File: src/rtl/ma_access_unit_pkg.sv
// ma_access_unit_pkg: shared state encoding, default width and writeback bubble constant
package ma_access_unit_pkg;
  localparam int DEFAULT_DATA_WIDTH = 32;
  typedef enum logic [1:0] {IDLE = 2'd0, REQ = 2'd1, WAIT_ACK = 2'd2, DONE = 2'd3} state_t;
  typedef struct packed {
    logic reg_write;
    logic mem_to_reg;
  } wb_ctrl_t;
  localparam wb_ctrl_t WB_BUBBLE = '{reg_write: 1'b0, mem_to_reg: 1'b0};
endpackage

File: src/rtl/ma_access_unit_if.sv
// ma_access_unit_if: word-wide request/acknowledge data-memory port
interface ma_access_unit_if import ma_access_unit_pkg::*; #(parameter int DATA_WIDTH = DEFAULT_DATA_WIDTH);
  logic req;
  logic we;
  logic ack;
  logic [DATA_WIDTH-1:0] addr;
  logic [DATA_WIDTH-1:0] wdata;
  logic [DATA_WIDTH-1:0] rdata;
  modport master(output req, we, addr, wdata, input ack, rdata);
  modport slave(input req, we, addr, wdata, output ack, rdata);
endinterface

File: src/rtl/ma_wb_buffer.sv
// ma_wb_buffer: MA/WB pipeline register; bubble clears the writeback control bits
module ma_wb_buffer import ma_access_unit_pkg::*; #(parameter int DATA_WIDTH = DEFAULT_DATA_WIDTH) (
  input  logic                  clk,
  input  logic                  rst_n,
  input  logic [DATA_WIDTH-1:0] pc_plus_4,
  input  logic [DATA_WIDTH-1:0] alu_result,
  input  logic [DATA_WIDTH-1:0] mem_data,
  input  logic [4:0]            rd_addr,
  input  wb_ctrl_t              ctrl,
  input  logic                  bubble,
  output logic [DATA_WIDTH-1:0] wb_pc_plus_4,
  output logic [DATA_WIDTH-1:0] wb_alu_result,
  output logic [DATA_WIDTH-1:0] wb_mem_data,
  output logic [4:0]            wb_rd_addr,
  output wb_ctrl_t              wb_ctrl
);
  always_ff @(posedge clk or negedge rst_n)
    if (!rst_n) begin
      wb_pc_plus_4  <= '0;
      wb_alu_result <= '0;
      wb_mem_data   <= '0;
      wb_rd_addr    <= '0;
      wb_ctrl       <= WB_BUBBLE;
    end else begin
      wb_pc_plus_4  <= pc_plus_4;
      wb_alu_result <= alu_result;
      wb_mem_data   <= mem_data;
      wb_rd_addr    <= rd_addr;
      wb_ctrl       <= bubble ? WB_BUBBLE : ctrl;
    end
endmodule

File: src/rtl/ma_access_unit.sv
// ma_access_unit: MA stage controller; issues data-memory requests, stalls upstream, owns MA/WB register
module ma_access_unit import ma_access_unit_pkg::*; #(
  parameter int DATA_WIDTH     = DEFAULT_DATA_WIDTH,
  parameter int TIMEOUT_CYCLES = 255
) (
  input  logic                  clk,
  input  logic                  rst_n,
  input  logic [DATA_WIDTH-1:0] ma_pc_plus_4_in,
  input  logic [DATA_WIDTH-1:0] ma_alu_result_in,
  input  logic [DATA_WIDTH-1:0] ma_write_data_in,
  input  logic [4:0]            ma_rd_addr_in,
  input  logic                  ma_mem_read_in,
  input  logic                  ma_mem_write_in,
  input  logic                  ma_reg_write_in,
  input  logic                  ma_mem_to_reg_in,
  ma_access_unit_if.master      dmem,
  output logic                  stall_out,
  output logic [DATA_WIDTH-1:0] wb_pc_plus_4_out,
  output logic [DATA_WIDTH-1:0] wb_alu_result_out,
  output logic [DATA_WIDTH-1:0] wb_mem_data_out,
  output logic [4:0]            wb_rd_addr_out,
  output logic                  wb_reg_write_out,
  output logic                  wb_mem_to_reg_out,
  output logic                  err_misaligned,
  output logic                  err_timeout
);
  state_t state, next_state;
  logic [7:0] cnt;
  logic [DATA_WIDTH-1:0] addr_q, wdata_q;
  logic we_q, mem_op, misaligned, start, in_access, ack, timeout, pass;
  wb_ctrl_t wb_ctrl;
  assign mem_op     = ma_mem_read_in | ma_mem_write_in;
  assign misaligned = ma_alu_result_in[1:0] != 2'b00;
  assign start      = state == IDLE && mem_op && !misaligned;
  assign in_access  = state == REQ || state == WAIT_ACK;
  assign ack        = in_access && dmem.ack;
  // ack in the final wait cycle takes priority over the timeout
  assign timeout    = state == WAIT_ACK && !dmem.ack && cnt + 8'd1 == 8'(TIMEOUT_CYCLES);
  assign pass       = (state == IDLE && !mem_op) || ack;
  always_ff @(posedge clk or negedge rst_n)
    if (!rst_n) state <= IDLE;
    else state <= next_state;
  always_comb
    next_state = state == IDLE ? (start ? REQ : IDLE) :
                 state == DONE ? IDLE :
                 (ack || timeout) ? DONE : WAIT_ACK;
  always_comb begin
    stall_out = start || in_access;
    dmem.req  = in_access;
  end
  always_ff @(posedge clk or negedge rst_n)
    if (!rst_n) begin
      cnt            <= '0;
      addr_q         <= '0;
      wdata_q        <= '0;
      we_q           <= 1'b0;
      err_misaligned <= 1'b0;
      err_timeout    <= 1'b0;
    end else begin
      cnt            <= start ? 8'd0 : state == WAIT_ACK ? cnt + 8'd1 : cnt;
      err_misaligned <= state == IDLE && mem_op && misaligned;
      err_timeout    <= timeout;
      if (start) begin
        addr_q  <= {ma_alu_result_in[DATA_WIDTH-1:2], 2'b00};
        wdata_q <= ma_write_data_in;
        we_q    <= ma_mem_write_in;
      end
    end
  assign dmem.addr  = addr_q;
  assign dmem.wdata = wdata_q;
  assign dmem.we    = we_q;
  ma_wb_buffer #(.DATA_WIDTH(DATA_WIDTH)) u_wb (
    .clk          (clk),
    .rst_n        (rst_n),
    .pc_plus_4    (ma_pc_plus_4_in),
    .alu_result   (ma_alu_result_in),
    .mem_data     ((ack && !we_q) ? dmem.rdata : '0),
    .rd_addr      (ma_rd_addr_in),
    .ctrl         ('{reg_write: ma_reg_write_in, mem_to_reg: ma_mem_to_reg_in}),
    .bubble       (!pass),
    .wb_pc_plus_4 (wb_pc_plus_4_out),
    .wb_alu_result(wb_alu_result_out),
    .wb_mem_data  (wb_mem_data_out),
    .wb_rd_addr   (wb_rd_addr_out),
    .wb_ctrl      (wb_ctrl)
  );
  assign wb_reg_write_out  = wb_ctrl.reg_write;
  assign wb_mem_to_reg_out = wb_ctrl.mem_to_reg;
endmodule

File: src/flat_wrapper.sv
// flat-port wrapper written by rule: the top's interface ports become plain ports
module ma_access_unit_flat import ma_access_unit_pkg::*;
#(
  parameter int DATA_WIDTH     = DEFAULT_DATA_WIDTH,
  parameter int TIMEOUT_CYCLES = 255
)
  (clk, rst_n, ma_pc_plus_4_in, ma_alu_result_in, ma_write_data_in, ma_rd_addr_in, ma_mem_read_in, ma_mem_write_in, ma_reg_write_in, ma_mem_to_reg_in, stall_out, wb_pc_plus_4_out, wb_alu_result_out, wb_mem_data_out, wb_rd_addr_out, wb_reg_write_out, wb_mem_to_reg_out, err_misaligned, err_timeout, dmem_req, dmem_we, dmem_addr, dmem_wdata, dmem_ack, dmem_rdata);
  ma_access_unit_if #(.DATA_WIDTH(DATA_WIDTH)) dmem_i ();
  input  logic clk;
  input  logic rst_n;
  input  logic [DATA_WIDTH-1:0] ma_pc_plus_4_in;
  input  logic [DATA_WIDTH-1:0] ma_alu_result_in;
  input  logic [DATA_WIDTH-1:0] ma_write_data_in;
  input  logic [4:0] ma_rd_addr_in;
  input  logic ma_mem_read_in;
  input  logic ma_mem_write_in;
  input  logic ma_reg_write_in;
  input  logic ma_mem_to_reg_in;
  output logic stall_out;
  output logic [DATA_WIDTH-1:0] wb_pc_plus_4_out;
  output logic [DATA_WIDTH-1:0] wb_alu_result_out;
  output logic [DATA_WIDTH-1:0] wb_mem_data_out;
  output logic [4:0] wb_rd_addr_out;
  output logic wb_reg_write_out;
  output logic wb_mem_to_reg_out;
  output logic err_misaligned;
  output logic err_timeout;
  output wire logic [$bits(dmem_i.req)-1:0] dmem_req;
  output wire logic [$bits(dmem_i.we)-1:0] dmem_we;
  output wire logic [$bits(dmem_i.addr)-1:0] dmem_addr;
  output wire logic [$bits(dmem_i.wdata)-1:0] dmem_wdata;
  input wire logic [$bits(dmem_i.ack)-1:0] dmem_ack;
  input wire logic [$bits(dmem_i.rdata)-1:0] dmem_rdata;
  assign dmem_req = dmem_i.req;
  assign dmem_we = dmem_i.we;
  assign dmem_addr = dmem_i.addr;
  assign dmem_wdata = dmem_i.wdata;
  assign dmem_i.ack = dmem_ack;
  assign dmem_i.rdata = dmem_rdata;
  ma_access_unit #(.DATA_WIDTH(DATA_WIDTH), .TIMEOUT_CYCLES(TIMEOUT_CYCLES)) u_core (.clk(clk), .rst_n(rst_n), .ma_pc_plus_4_in(ma_pc_plus_4_in), .ma_alu_result_in(ma_alu_result_in), .ma_write_data_in(ma_write_data_in), .ma_rd_addr_in(ma_rd_addr_in), .ma_mem_read_in(ma_mem_read_in), .ma_mem_write_in(ma_mem_write_in), .ma_reg_write_in(ma_reg_write_in), .ma_mem_to_reg_in(ma_mem_to_reg_in), .dmem(dmem_i), .stall_out(stall_out), .wb_pc_plus_4_out(wb_pc_plus_4_out), .wb_alu_result_out(wb_alu_result_out), .wb_mem_data_out(wb_mem_data_out), .wb_rd_addr_out(wb_rd_addr_out), .wb_reg_write_out(wb_reg_write_out), .wb_mem_to_reg_out(wb_mem_to_reg_out), .err_misaligned(err_misaligned), .err_timeout(err_timeout));
endmodule
File: config.mk
export PLATFORM = sky130hd
export DESIGN_NAME = ma_access_unit_flat
export DESIGN_NICKNAME = d
export VERILOG_FILES = /design/src/rtl/ma_access_unit_pkg.sv /design/src/rtl/ma_access_unit_if.sv /design/src/rtl/ma_wb_buffer.sv /design/src/rtl/ma_access_unit.sv /design/src/flat_wrapper.sv
export SDC_FILE = /design/constraint.sdc
export NUM_CORES = 1
export LEC_CHECK = 0
export CELL_PAD_IN_SITES_DETAIL_PLACEMENT = 0
export CELL_PAD_IN_SITES_GLOBAL_PLACEMENT = 1
export CORE_AREA = 4 4 146 148
export CTS_CLUSTER_SIZE = 28
export DETAILED_ROUTE_END_ITERATION = 8
export DIE_AREA = 0 0 150 152
export HOLD_SLACK_MARGIN = 0.08
export PLACE_DENSITY_LB_ADDON = 0.15
export SLEW_MARGIN = 20
export SYNTH_ARGS = -nofsm -noshare
export SYNTH_HDL_FRONTEND = slang
export SYNTH_SLANG_ARGS = --single-unit
File: constraint.sdc
create_clock -name clk -period 2.17 [get_ports clk]
set_clock_uncertainty 0.15 [all_clocks]
set_input_delay 0.217 -clock clk [delete_from_list [all_inputs] [get_ports clk]]
set_output_delay 0.217 -clock clk [all_outputs]
set_load 0.05 [all_outputs]
# Yosys cells after proc, flatten, opt, wreduce, memory -nomap -nowiden
# Cells that the tools add are included.
op_classes:
  add_sub_neg: 1
  mul: 0
  div: 0
  magnitude_cmp: 0
  n_eq_ne: 4
  shift: 0
  n_mux: 8
  bitwise_logic: 1
  reduce_logical: 19
ops:
  columns: ["operator", "count"]
  rows:
  - ["two-way mux 32 bit", 1]
  - ["two-way mux 8 bit", 2]
  - ["adder 8 x 1 -> 8 bit, second input constant", 1]
  - ["== test 8 bit, second input constant", 1]
  - ["logical AND 1 bit", 8]
  - ["two-way mux 2 bit", 3]
  - ["== test 2 bit, second input constant", 2]
  - ["logical NOT 1 bit", 4]
  - ["logical OR 1 bit", 4]
  - ["nonzero test 2 bit", 2]
  - ["== test 2 x 1 -> 1 bit, second input constant", 1]
  - ["logical NOT 2 bit", 1]
  - ["two-way mux 1 bit", 2]
  - ["OR 1 bit", 1]
word_totals:
  ff_bits: 178
  latch_bits: 0
  ram_bits: 0
  romBits: 0
  inputBits: 140
  word_cells: 46
  n_memories: 0

# Logic depth before layout (Yosys ltp)
# Gate-level depths: netlist of the first run.
depth:
  depth_word: 7
  ltp_mapped: 8

# Modules after synthesis
# Synthesis of the first run repeated with hierarchy kept, for this count alone.
unflattened:
  hier_cells: 354
  area_unflattened_um2: 5894.4
modules_own_cells:
  columns: ["module", "instances", "cells_per_inst", "area_each_um2", "seq_area_each_um2"]
  rows:
  - ["ma_access_unit", 1, 249, 3304.4, 1876.8]
  - ["ma_wb_buffer", 1, 105, 2590.0, 2577.5]

# Worst setup path after synthesis of the first run
# OpenSTA, ideal clock, no wires.
synth_path:
  path_type: "reg-to-output"
  start: "register u_core.state[0]"
  end: "output port stall_out"
  arrival_time_ns: 1.601
  slack_ns: 0.202
  path_stages_with_launch: 8
  n_path_buf: 2
  cell_sequence: "dfrtp_1 -> inv_1 -> ha_1 -> o21ai_2 -> nor3_2 -> buf_6 -> buf_2 -> or2_1"
synth_via:
  elab_chain_cells: 4
synth_lines:
  columns: ["element", "line_no", "source"]
  rows:
  - ["start: declaration", "ma_access_unit.sv:27", "state_t state, next_state;"]
  - ["start signal: assignment", "ma_access_unit.sv:42", "else state <= next_state;"]
  - ["logical NOT 2 bit", "ma_access_unit.sv:34", "assign start = state == IDLE && mem_op && !misaligned;"]
  - ["logical AND 1 bit (2 in series)", "ma_access_unit.sv:34", null]
  - ["logical OR 1 bit *", "ma_access_unit.sv:48", "stall_out = start || in_access;"]
  - ["end: declaration", "flat_wrapper.sv:19", "output logic stall_out;"]
# Every way passes the cells marked *; elsewhere a longest branch is shown, timed or not.

# Worst setup path after layout of the first run
layout_path:
  start: "register u_core.wdata_q[1], in the netlist u_core.dmem.wdata[1]"
  end: "output port dmem_wdata[1]"
layout_rtl:
  columns: ["element", "line_no", "source"]
  rows:
  - ["start: declaration", "ma_access_unit.sv:29", "logic [DATA_WIDTH-1:0] addr_q, wdata_q;"]
  - ["start signal: assignment", "ma_access_unit.sv:65", "wdata_q <= ma_write_data_in;"]
  - ["end: declaration", "flat_wrapper.sv:31", "output wire logic [$bits(dmem_i.wdata)-1:0] dmem_wdata;"]
# No word-level cell between the ends.

==> impl_metrics.yaml, run 1 <==
hold_path:
  hp-start: "ma_pc_plus_4_in[25]"
  min_path_type: "input port to flop"
yosys:
  synthesis.area_um2: 6091
  synth_most_common_cell: "dfrtp_1"
  synth.distinct_cells: 37
  yosysSeqAreaShare: 0.7313
  synthTopCellsByArea: "dfrtp_1, mux2_4, and2_1, mux2_2, buf_8"
  synth_top_area_share: 0.7313
  async_flop_share: 1.000
  synth_edf_count: 0
  netlist_instances: 349
  ys.flop_type: "dfrtp_1"
  yosys.area.top_type: "dfrtp_1"
  synth-seq-cells: 178
  syn_area_per_cell_um2: 17.45
  synth_common_cells: "dfrtp_1, mux2_4, and2_1"
  ys_warn_count: 0
critical_path:
  path_cells: "clkdlybuf4s50_1"
  max_stage_delay_ps: 850
  cp_top_family: "buffers and inverters"
  crit_required_ps: 1800
  critPathMaxFanout: 2
  startpoint: "u_core.dmem.wdata[1]$_DFFE_PN0P_"
  critical_path_buf_inv_count: 1
  path_class: "flop to primary output"
  critPathSlowestCell: "clkdlybuf4s50_1"
  startpoint_type: "flop"
  crit_arrival_ps: 1640
  worstSetupEndpointType: "primary output"
  rr_startpoint: "u_core.state[1]$_DFF_PN0_"
timing:
  drv_slew: 0
  maxSlewHeadroom: 0.6111
  hold_viol: 0
  period_minus_slack_ps: 2004
  rsz0062_at_grt: "false"
  max_freq_mhz: 498.9
  worst_pin_slew_ps: 581.5
  tns_ps: 0
  worst_hold_slack_ps: 106.7
  setup_violations: 0
  period_share: 0.9237
cts:
  clk_path_buf_depth: 2
  root_buffer: "clkbuf_16"
  cts_sinks: 178
  cts_inserted_buffers: 17
  path_clk_slew_ps: 70
  worst_skew_pair.late_latency_ps: 420
  htreeDepth: 4
  cts_tree: "yes"
route:
  dr.pass1.iters: 3
  drc: 0
  final_antenna_net_count: 0
  highest_layer: "met4"
  vias_per_cell: 4.148
  wl_met2_um: 9029
  dr.first_iter.drc_count: 144
  avgRoutedWirePerCell_um: 17.91
  wl_met3_um: 2207
  wl_met1_um: 6394
  wirelength_um: 17870
  dr_total_vias: 4140
die:
  rows: 52
  start_util: 0.3039
  boundaryPins: 312
  fp.coreArea_um2: 20040
  fp.dieArea_um2: 22800
  die_y_um: 152
  die_w_um: 150
layout:
  antennaDiodeCount: 0
  n_fill_cell: 1659
  fin_nets: 860
  final_layout_size_suffix_gt1_frac: 0.1648
  areaGrowthSynthToFinish_pct: 74.40
  post-route-util: 0.5301
placement:
  globalplace.congestion: 0.7655
  dpl.hpwl_um: 13220
  numPortBuffers: 309
global_routing:
  grt_pass1_wl_um: 27170
  grt_overflow_total: 0
  track_usage: 0.1565
  antenna_found_initial: 0
  grt_max_degree: 56
  grt_pass1_vias: 4524
power:
  leakagePower_nw: 4.585
  power_density_nw_per_um2: 1409
  ir_worst_vdd_uv: 1258
outcome:
  outcome: "finished clean"
flow_run:
  maxCapViolCount: 0
layout make-up:
type,count,area [µm²],share of cell area
flip-flops and latches,178,4454,0.4193
well taps,270,337.8,0.03180
repair buffers,361,3666,0.3451
clock inverters,12,171.4,0.01614
multi-input cells,153,1511,0.1423
inverters,4,15.01,0.001413
clock buffers,20,466.7,0.04393
worst paths after layout:
check,to,slack [ps],cells after the start
worst max-delay path,dmem_wdata[1],170,1
worst min-delay path,u_core.u_wb.wb_pc_plus_4[25]$_DFF_PN0_,110,1
worst max register to register,u_core.dmem.addr[3]$_DFFE_PN0P_,220,7
worst min register to register,u_core.dmem.addr[31]$_DFFE_PN0P_,350,1
max in group asynchronous,u_core.u_wb.wb_pc_plus_4[21]$_DFF_PN0_,1060,3
min in group asynchronous,u_core.u_wb.wb_pc_plus_4[30]$_DFF_PN0_,130,2
placed cells by master (no fill, tap or decap), types with 5 or more instances in the layout:
cell type	Yosys	routed
mux2_4	50	50
nand2_1	5	5
and2_1	32	32
nor2_1	14	14
dlygate4sd3_1	0	36
buf_12	0	6
buf_4	3	10
dfrtp_1	178	178
clkbuf_16	0	18
clkdlybuf4s50_1	0	306
mux2_2	10	10
power by group:
group | internal, mW | switching (mW) | total, mW
registers | 4.19 | 0.503 | 4.69
logic | 2.80 | 4.21 | 7.01
clock network | 1.93 | 1.34 | 3.27
total | 8.92 | 6.05 | 15.0
what timing repair did:
| action | 4_1_cts | 5_1_grt |
|---|---|---|
| endpoints found under the hold margin | 213 | 0 |
| buffers inserted | 3 | 2 |
| resized for setup | 2 | 4 |
| pin swaps | 1 | 1 |
| setup endpoints to repair | 1 | 23 |
| hold buffers | 36 | 0 |
| cloned | 0 | 1 |
metrics by stage:
| step | cell area [µm²] | setup slack [ps] | power [mW] | cells |
|---|---|---|---|---|
| final | 10620 | 165.5 | 14.97 | 998 |
| after global routing | 10620 | 43.30 | 15.63 | 998 |
| after CTS | 10600 | 24.86 | 15.13 | 996 |
| after detailed placement | 9563 | 106.9 | 11.67 | 925 |
| after global placement | 9563 | 129.2 | 11.58 | 925 |
| after floorplan | 6095 | 202.1 | 9.101 | 350 |
state kept, by name, summed over array words and instances (netlist names), 2 cells and up:
register	flops
u_core.dmem.wdata	32
u_core.u_wb.wb_alu_result	32
u_core.u_wb.wb_mem_data	32
u_core.u_wb.wb_pc_plus_4	32
u_core.dmem.addr	30
u_core.cnt	8
u_core.u_wb.wb_rd_addr	5
u_core.state	2
u_core.u_wb.wb_ctrl	2
cells by family after synthesis:
family | after synthesis | synth area share
buf+inv | 19 | 0.02465
compound gates | 10 | 0.01376
xor+xnor | 6 | 0.008629
fa+ha+maj | 5 | 0.01027
mux | 63 | 0.1473
simple gates | 67 | 0.06348
flops | 178 | 0.7313
other cells | 1 | 0.0006157
layer usage:
| layer | up-vias | track usage |
|---|---|---|
| li1 | 1884 | - |
| met2 | 201 | 0.2672 |
| met4 | 0 | 0.04314 |
| met3 | 20 | 0.08281 |
| met1 | 2035 | 0.1689 |
| met5 | - | 0 |
Power figures use the tool's default switching activity.
==> run 2: changes to the inputs <==
--- a/config.mk
+++ b/config.mk
@@ -13,7 +13,9 @@
 export DIE_AREA = 0 0 150 152
 export HOLD_SLACK_MARGIN = 0.08
 export PLACE_DENSITY_LB_ADDON = 0.15
+export REMOVE_ABC_BUFFERS = 1
 export SLEW_MARGIN = 20
 export SYNTH_ARGS = -nofsm -noshare
 export SYNTH_HDL_FRONTEND = slang
 export SYNTH_SLANG_ARGS = --single-unit
+export TNS_END_PERCENT = 5
==> run 2 against run 1 <==
  * Flip-flop and latch count did not move
  * Worst setup slack worse by 15 ps
  * Routed wire length down 3.0%
  * Non-clock buffer count is 7 lower
  * Critical path type unchanged
==> impl_metrics.yaml, run 2 (same netlist as run 1, synthesis figures left out) <==
outcome:
  outcome: "finished clean"
global_routing:
  track_usage: 0.1514
  grt_pass1_vias: 4525
  grt_max_degree: 48
  grt_overflow_total: 0
  grt_pass1_wl_um: 26540
  antenna_found_initial: 2
critical_path:
  worstReg2RegEnd: "u_core.dmem.addr[3]$_DFFE_PN0P_"
  rrSetupSlack_ps: 160
  crit_arrival_ps: 1650
  crit_required_ps: 1800
  path_class: "flop to primary output"
  rr_startpoint: "u_core.state[0]$_DFF_PN0_"
  worstSetupEndpointType: "primary output"
  startpoint_type: "flop"
  critPathMaxFanout: 3
  reg2regPathDepth: 7
timing:
  worst_hold_slack_ps: 99.30
  hold_viol: 0
  max_freq_mhz: 495.1
  worst_pin_slew_ps: 596.3
  period_share: 0.9308
  period_minus_slack_ps: 2020
  setup_violations: 0
  drv_slew: 0
  finalWorstSetupSlack_ps: 150.2
  rsz0062_at_grt: "false"
  maxSlewHeadroom: 0.6012
cts:
  worst_skew_pair.late_latency_ps: 420
  root_buffer: "clkbuf_16"
  cts_inserted_buffers: 17
  htreeDepth: 4
  cts_tree: "yes"
  cts_sinks: 178
  path_clk_slew_ps: 80
  clk_path_buf_depth: 2
placement:
  globalplace.congestion: 0.7901
  dp.cells: 927
  numPortBuffers: 309
  dpl.hpwl_um: 13000
  post-place-ws_ps: -49.81
route:
  drc: 0
  vias_per_cell: 4.139
  dr_total_vias: 4106
  avgRoutedWirePerCell_um: 17.47
  final_antenna_net_count: 0
  dr.first_iter.drc_count: 125
  dr.pass1.iters: 4
  wirelength_um: 17330
die:
  fp.coreArea_um2: 20040
  rows: 52
  die_w_um: 150
  die_y_um: 152
  boundaryPins: 312
  start_util: 0.3039
  fp.dieArea_um2: 22800
power:
  clockPowerShare: 0.213
  seqPwrFrac: 0.318
  sw_frac_of_total: 0.4175
  power_density_nw_per_um2: 1401
  p_int_mw: 8.556
  p_comb_frac: 0.469
  leakagePower_nw: 4.535
  p_total_mw: 14.69
  ir_worst_vdd_uv: 823.4
  p_switching_mw: 6.133
layout:
  final_layout_size_suffix_gt1_frac: 0.1581
  layout_commonest_cell: "clkdlybuf4s50_1"
  fin_nets: 853
  post-route-util: 0.5233
  areaGrowthSynthToFinish_pct: 72.17
  layout.cells.non_filler: 992
  n_fill_cell: 1721
  layout_common_cells: "clkdlybuf4s50_1, dfrtp_1, mux2_4"
flow_run:
  maxCapViolCount: 0
hold_path:
  hp-start: "ma_pc_plus_4_in[12]"
  min_path_type: "input port to flop"
  whs_path_depth: 1
  holdPathEnd: "u_core.u_wb.wb_pc_plus_4[12]$_DFF_PN0_"
-- run 2: cell types whose count changed in the layout (fill, tap and decap cells not counted), moves of 2 or more --
cell,change
inv_1,+2
bufinv_16,-2
inv_2,-2
clkinv_8,+3
dlygate4sd3_1,-5
inv_8,+4
buf_12,-3
clkbuf_8,-3
-- run 2: what timing repair did --
item,in CTS,in global routing
hold endpoints to repair,208,0
gates resized for setup,0,2
endpoints found under the setup margin,1,11
buffers inserted,1,0
hold buffers,31,0
pin swaps,1,2
-- run 2: worst max-delay path by stage --
stage	cells after the start	end	start	slack, ps
finish	6	stall_out	u_core.state[0]$_DFF_PN0_	150
global route	7	u_core.dmem.addr[3]$_DFFE_PN0P_	u_core.state[0]$_DFF_PN0_	6
CTS	6	stall_out	u_core.state[0]$_DFF_PN0_	70
detailed placement	5	u_core.dmem.addr[4]$_DFFE_PN0P_	ma_mem_write_in	-50
global placement	5	u_core.dmem.addr[10]$_DFFE_PN0P_	ma_mem_write_in	5
floorplan	5	stall_out	u_core.state[0]$_DFF_PN0_	-3320
-- run 2: cell type report --
cell class,instances,area [µm²],area share
diodes,1,2.502,0.0002386
clock buffers,17,425.4,0.04057
clock inverters,15,188.9,0.01802
inverters,4,15.01,0.001432
multi-input cells,153,1496,0.1427
flip-flops and latches,178,4454,0.4248
well taps,270,337.8,0.03222
repair buffers,354,3566,0.3401
-- run 2: per-stage QoR --
stage	area, µm²	TNS, ps
finish	10490	0
global route	10490	0
CTS	10470	0
detailed placement	9540	-401.1
global placement	9540	0
floorplan	5959	-226340
-- run 2: worst max-delay path, cell delays in order (launching register included) --
cell and delay [ps]:
dfrtp_1 380, inv_1 80, ha_1 190, o21ai_2 90
nor3_4 150, or2_1 180, buf_12 150
-- run 2: layer usage --
| layer | global-route usage | wire length [µm] | up-vias |
|---|---|---|---|
| li1 | - | - | 1878 |
| met1 | 0.1712 | 6456 | 1999 |
| met2 | 0.2511 | 8515 | 208 |
| met3 | 0.07834 | 2123 | 19 |
| met4 | 0.04183 | 217 | 2 |
| met5 | 0 | 13 | - |
-- run 2: power groups by stage --
stage / Sequential (mW) / Clock (mW) / Combinational (mW)
4_1_cts: 4.68 / 3.23 / 6.97
3_5_place_dp: 4.73 / 0 / 6.89
5_1_grt: 4.80 / 3.38 / 7.18
3_3_place_gp: 4.73 / 0 / 6.83
6_report: 4.67 / 3.14 / 6.88
2_1_floorplan: 7.48 / 0 / 1.58
==> run 3: changes to the inputs <==
--- a/config.mk
+++ b/config.mk
@@ -14,7 +14,7 @@
 export HOLD_SLACK_MARGIN = 0.08
 export PLACE_DENSITY_LB_ADDON = 0.15
 export REMOVE_ABC_BUFFERS = 1
-export SLEW_MARGIN = 20
+export SLEW_MARGIN = 15
 export SYNTH_ARGS = -nofsm -noshare
 export SYNTH_HDL_FRONTEND = slang
 export SYNTH_SLANG_ARGS = --single-unit
==> results of run 3 <==
Final layout, timing and power as in run 2 (identical DEF).
==> RTL change 1, RTL diff (config.mk and constraints of run 3) <==
Re-encode `state_t` (4 states) as one-hot, 4 bits wide.
--- a/src/rtl/ma_access_unit_pkg.sv
+++ b/src/rtl/ma_access_unit_pkg.sv
@@ -3,3 +3,3 @@
   localparam int DEFAULT_DATA_WIDTH = 32;
-  typedef enum logic [1:0] {IDLE = 2'd0, REQ = 2'd1, WAIT_ACK = 2'd2, DONE = 2'd3} state_t;
+  typedef enum logic [3:0] {IDLE = 4'b0001, REQ = 4'b0010, WAIT_ACK = 4'b0100, DONE = 4'b1000} state_t;
   typedef struct packed {
Check against the original RTL: no difference found for any inputs over 10 cycles, from zero or initial values and one cycle with rst_n low; not proved beyond that.
==> RTL change 1 against run 3 <==
  * The run now ends with negative setup slack left
  * Cell area rose by 1.6%
  * Total power fell by 4.3%
  * Die area did not move
  * Sequential cell count rose by 2
  * Area after synthesis fell by 0.90%
  * Cell count rose by 2.6%
  * Routed wire length rose by 1.0%
  * Worst setup slack got worse by 0.62 ns
  * First-iteration DRC count fell by 17%
  * Count of clock-buffer cells in the layout rose by 1
  * Fmax fell by 24%
==> RTL change 1: results (changes against run 3) <==
[synthesis]
yosys-top-cells-count = dfrtp_1 (179), mux2_2 (63), and2_1 (34), nor2_1 (11), nand2_1 (7)
ys_seq_area_share_pct = 74.6  ; +1.5 points
synthTopCellsByArea = dfrtp_1 (74%), mux2_2 (12%), and2_1 (3.5%)
synth_cell_types = 43  ; +16%

[status]
violations = negative setup slack
status = finished, violations left

[grt]
grt_antenna_before_repair = 0  ; -2
grt_pass1_vias = 4631  ; +2.3%
grt_start_max_net_pins = 54  ; +13%
use_met2_pct = 28.2  ; +3.0 points
met1_usage_pct = 15.6  ; -1.5 points
use_met3_pct = 5.45  ; -2.4 points

[sta]
worst_pin_slew_ns = 0.582  ; -0.0142 ns
fin_setup_tns_ns = -21.53  ; -21.53 ns
whs_ns = 0.104  ; +0.00483 ns
setup_ws_ns = -0.475  ; -0.625 ns
setup_viol = 71  ; +71

[drt]
wl_met1_um = 5970  ; -7.6%
wl_met2_um = 10000  ; +17%
routed_via_density = 4.15  ; +0.15%
wl_per_cell_um = 17.2  ; -1.6%
wl_met3_um = 1210  ; -43%
drt-initial-drc-count = 104  ; -17%

[min_path]
hold_path_startpoint = ma_pc_plus_4_in[28]

[layout]
final_nets = 877  ; +2.8%
diodes = 0  ; -1
fillers = 1739  ; +1.0%
drive_gt1_share_pct = 17.5  ; +1.7 points

[pwr]
cellLeakagePower_nw = 4.60  ; +1.5%
power.switching_mw = 5.83  ; -5.0%
ir_drop_v = 0.000683  ; -17%

[place]
postPlaceCellArea_um2 = 9550  ; about the same
dpl.hpwl_um = 12800  ; -1.6%
pre_cts_slack_ns = -0.266  ; -0.216 ns

[critical_path]
arrival_ns = 2.28  ; +0.63 ns
r2r_start = u_core.state[0]$_DFF_PN1_
critPathMaxFanout = 2  ; -1

## RTL change 1: changes by cell type in the layout (fill, tap and decap cells not counted), sizes merged, moves of 3 or more
| cell | run 3 | this run |
|---|---|---|
| inv | 11 | 7 |
| nor2 | 14 | 11 |
| clkinvlp | 1 | 4 |
| mux2i | 0 | 3 |
| buf | 17 | 25 |
| dlygate4sd3 | 31 | 36 |
| clkbuf | 17 | 20 |
| ha | 5 | 2 |
## RTL change 1: worst max path at each step
stage / start / cells past startpoint / end
floorplan: u_core.state[0]$_DFF_PN1_ / 5 / stall_out
detailed placement: u_core.state[0]$_DFF_PN1_ / 6 / u_core.dmem.wdata[27]$_DFFE_PN0P_
global placement: u_core.state[0]$_DFF_PN1_ / 6 / u_core.dmem.wdata[24]$_DFFE_PN0P_
finish: u_core.state[0]$_DFF_PN1_ / 6 / stall_out
CTS: u_core.state[0]$_DFF_PN1_ / 6 / stall_out
global route: u_core.state[0]$_DFF_PN1_ / 6 / stall_out
## RTL change 1: final cells by class
cell class                 instances  area, µm²  share of cell area (%)
clock buffer                      18        439                    4.12
tap                              270        338                    3.17
multi-input combinational        165       1470                    13.8
timing repair buffer             369       3770                    35.4
inverter                           2       20.0                   0.188
clock inverter                    14        119                    1.12
sequential                       180       4510                    42.3
## RTL change 1: critical path, stage by stage, from the launching register on
cell	delay, ns
dfstp_2	0.52
or4b_4	0.46
o21bai_4	0.19
or3_4	0.37
clkinv_8	0.06
or2_2	0.12
buf_12	0.14
## RTL change 1: per-stage QoR
stage | util, % | cells
5_1_grt | 53.2 | 1018
3_5_place_dp | 47.6 | 945
3_3_place_gp | 47.6 | 945
4_1_cts | 52.2 | 1012
6_report | 53.2 | 1018
2_1_floorplan | - | 347
## RTL change 1: logic make-up (layout without fill, tap and decap cells)
family / Yosys count / count (layout) / synth area share [%]
AND/OR/NAND/NOR: 76 / 76 / 7.55
multiplexers: 66 / 66 / 12.3
flip-flops: 180 / 180 / 74.6
adder cells (fa/ha/maj): 2 / 2 / 0.415
XOR/XNOR: 8 / 8 / 1.16
AO/OA/AOI/OAI: 11 / 11 / 1.24
other: 1 / 2 / 0.0621
buffers and inverters: 17 / 403 / 2.67
## RTL change 1: power groups by stage
stage | Sequential (mW) | Combinational, mW | Clock [mW]
2_1_floorplan | 7.41 | 1.15 | 0
3_3_place_gp | 4.72 | 6.29 | 0
3_5_place_dp | 4.73 | 6.34 | 0
4_1_cts | 4.68 | 6.41 | 3.00
5_1_grt | 4.81 | 6.76 | 3.13
6_report | 4.69 | 6.47 | 2.90
## RTL change 1: what timing repair did
item	in CTS	in global routing
gates cloned	0	2
endpoints found under the hold margin	212	2
endpoints found under the setup margin	65	76
setup buffers	1	2
resized for setup	2	27
hold buffers	34	2
==> RTL change 2, RTL diff (settings of run 3) <==
Without the edit above. The package constant `DEFAULT_DATA_WIDTH` goes from 32 to 16.
--- a/src/rtl/ma_access_unit_pkg.sv
+++ b/src/rtl/ma_access_unit_pkg.sv
@@ -2,3 +2,3 @@
 package ma_access_unit_pkg;
-  localparam int DEFAULT_DATA_WIDTH = 32;
+  localparam int DEFAULT_DATA_WIDTH = 16;
   typedef enum logic [1:0] {IDLE = 2'd0, REQ = 2'd1, WAIT_ACK = 2'd2, DONE = 2'd3} state_t;
Ports: changed (9 resized); port bits go from 312 to 168. The function was not compared with the original's and may differ.
==> RTL change 2 against run 3 <==
  * Worst setup slack worse by 0.025 ns
  * Critical path depth rose by 2
  * Synthesized cell count down 38%
  * Global-route usage is 6.5 points lower
  * Highest routed layer is now met4
  * Cell area decreased by 45%
  * Via count is 42% lower
  * Sequential cell count is 80 lower
  * Sequential power fell by 45%
  * Area after synthesis down 44%
  * Total power fell by 46%
  * Routed wire length decreased by 45%
  * Largest power group unchanged
==> RTL change 2: results (changes against run 3) <==
[grt]
grt_antenna_before_repair = 0  ; -2
grt_pass1_vias = 2647  ; -42%
grtUsageTotal_pct = 8.62  ; -6.5 points
use_met3_pct = 4.47  ; -3.4 points
grt_start_max_net_pins = 41  ; -15%
met1_usage_pct = 9.81  ; -7.3 points
grt_pass1_wl_um = 15000  ; -43%
use_met2_pct = 13.9  ; -11 points

[drt]
wl_met3_um = 968  ; -54%
routed_via_density = 3.52  ; -15%
dr.pass1.iters = 4  ; unchanged
drt-initial-drc-count = 24  ; -81%
wl_met2_um = 4750  ; -44%
highest_layer = met4
routed_wirelength_um = 9600  ; -45%
wl_met1_um = 3730  ; -42%
wl_per_cell_um = 14.3  ; -18%

[clock_network]
clock_path_buffers = 2  ; unchanged
clk_pin_slew_worst_paths_ns = 0.07
cts-resized-gates = 6  ; +6
cts_made_buffers = 9  ; -8
post-cts-setup-buffers = 6  ; +5
cts.htree.levels = 3  ; -1
cts_root_buf = clkbuf_16
hold_buffers = 1  ; -97%
clkLatencyLatePin_ns = 0.34  ; -0.08 ns

[place]
dpl.hpwl_um = 6910  ; -47%
place.gp.congestion = 0.679  ; -14%
place_inst = 648  ; -30%
portBuffers = 165  ; -47%

[critical_path]
critPathMaxFanout = 3  ; unchanged
arrival_ns = 1.68  ; +0.03 ns
ff2ff_setup_slack_ns = 0.21  ; +0.05 ns

[synthesis]
synth_async_sr_flop_share_pct = 100  ; unchanged
synth_xor_area_share_pct = 1.55  ; +0.69 points
synth_cell_types = 36  ; -2.7%
synth_warnings = 0  ; unchanged
yosys.area_share.adder_pct = 1.84  ; +0.82 points
synthMuxAreaShare_pct = 10.3  ; -4.4 points
synth_compound_area_share_pct = 2.73  ; +1.4 points
ys_seq_area_share_pct = 72.3  ; -0.86 points
netlist_instances = 215  ; -38%
synthTopCellsByArea = dfrtp_1 (72%), mux2_2 (10%), and2_1 (2.9%)
yosys-top-cells-count = dfrtp_1 (98), mux2_2 (31), and2_1 (16), nor2_1 (14), ha_1 (5)

[pwr]
p_int_mw = 4.55  ; -47%
ir_drop_v = 0.000482  ; -41%
cellLeakagePower_nw = 2.37  ; -48%
comb_power_share_pct = 48.1  ; +1.2 points
powerSeq_mw = 2.58  ; -45%

[job]
cap_violations = 0  ; unchanged

[layout]
diodes = 0  ; -1
final_nets = 478  ; -44%
drive_gt1_share_pct = 18.2  ; +2.3 points

[status]
status = finished clean

[sta]
relSlewSlack_pct = 41.3  ; -19 points

[min_path]
worstHoldPathType = in -> reg

RTL change 2: worst paths after layout:
path,start,endpoint,depth (start not counted)
setup / recovery,u_core.state[0]$_DFF_PN0_,stall_out,8
hold / removal,ma_pc_plus_4_in[15],u_core.u_wb.wb_pc_plus_4[15]$_DFF_PN0_,1
setup reg to reg,u_core.state[0]$_DFF_PN0_,u_core.state[0]$_DFF_PN0_,9
hold reg to reg,u_core.dmem.addr[2]$_DFFE_PN0P_,u_core.dmem.addr[2]$_DFFE_PN0P_,1
max in group asynchronous,rst_n,u_core.u_wb.wb_pc_plus_4[5]$_DFF_PN0_,3
min in group asynchronous,rst_n,u_core.u_wb.wb_rd_addr[2]$_DFF_PN0_,2
RTL change 2: metrics by stage:
| stage | area (µm²) | setup slack (ns) | total power, mW | TNS, ns | hold slack (ns) |
|---|---|---|---|---|---|
| 4_1_cts | 5790 | 0.0370 | 8.05 | 0 | 0.130 |
| 6_report | 5780 | 0.125 | 7.86 | 0 | 0.157 |
| 3_3_place_gp | 5400 | 0.0562 | 6.30 | 0 | 0.107 |
| 2_1_floorplan | 3330 | -0.282 | 4.87 | -5.58 | -0.229 |
| 3_5_place_dp | 5400 | -0.00263 | 6.33 | -0.00570 | 0.114 |
| 5_1_grt | 5780 | 0.0297 | 8.29 | 0 | 0.131 |
RTL change 2: area by class of cell:
type / count / area, µm²
fill: 2106 / 14300
sequential: 98 / 2450
timing repair buffer: 179 / 1830
multi-input combinational: 105 / 882
tap: 270 / 338
clock buffer: 11 / 233
clock inverter: 5 / 38.8
inverter: 4 / 15.0
RTL change 2: critical path: stages, from the launching register on:
cell and delay, ns:
dfrtp_1 0.36, inv_2 0.06, ha_4 0.17, o21ai_4 0.07, nor3_4 0.05, buf_6 0.12, buf_12 0.11, or2_4 0.23
buf_12 0.15
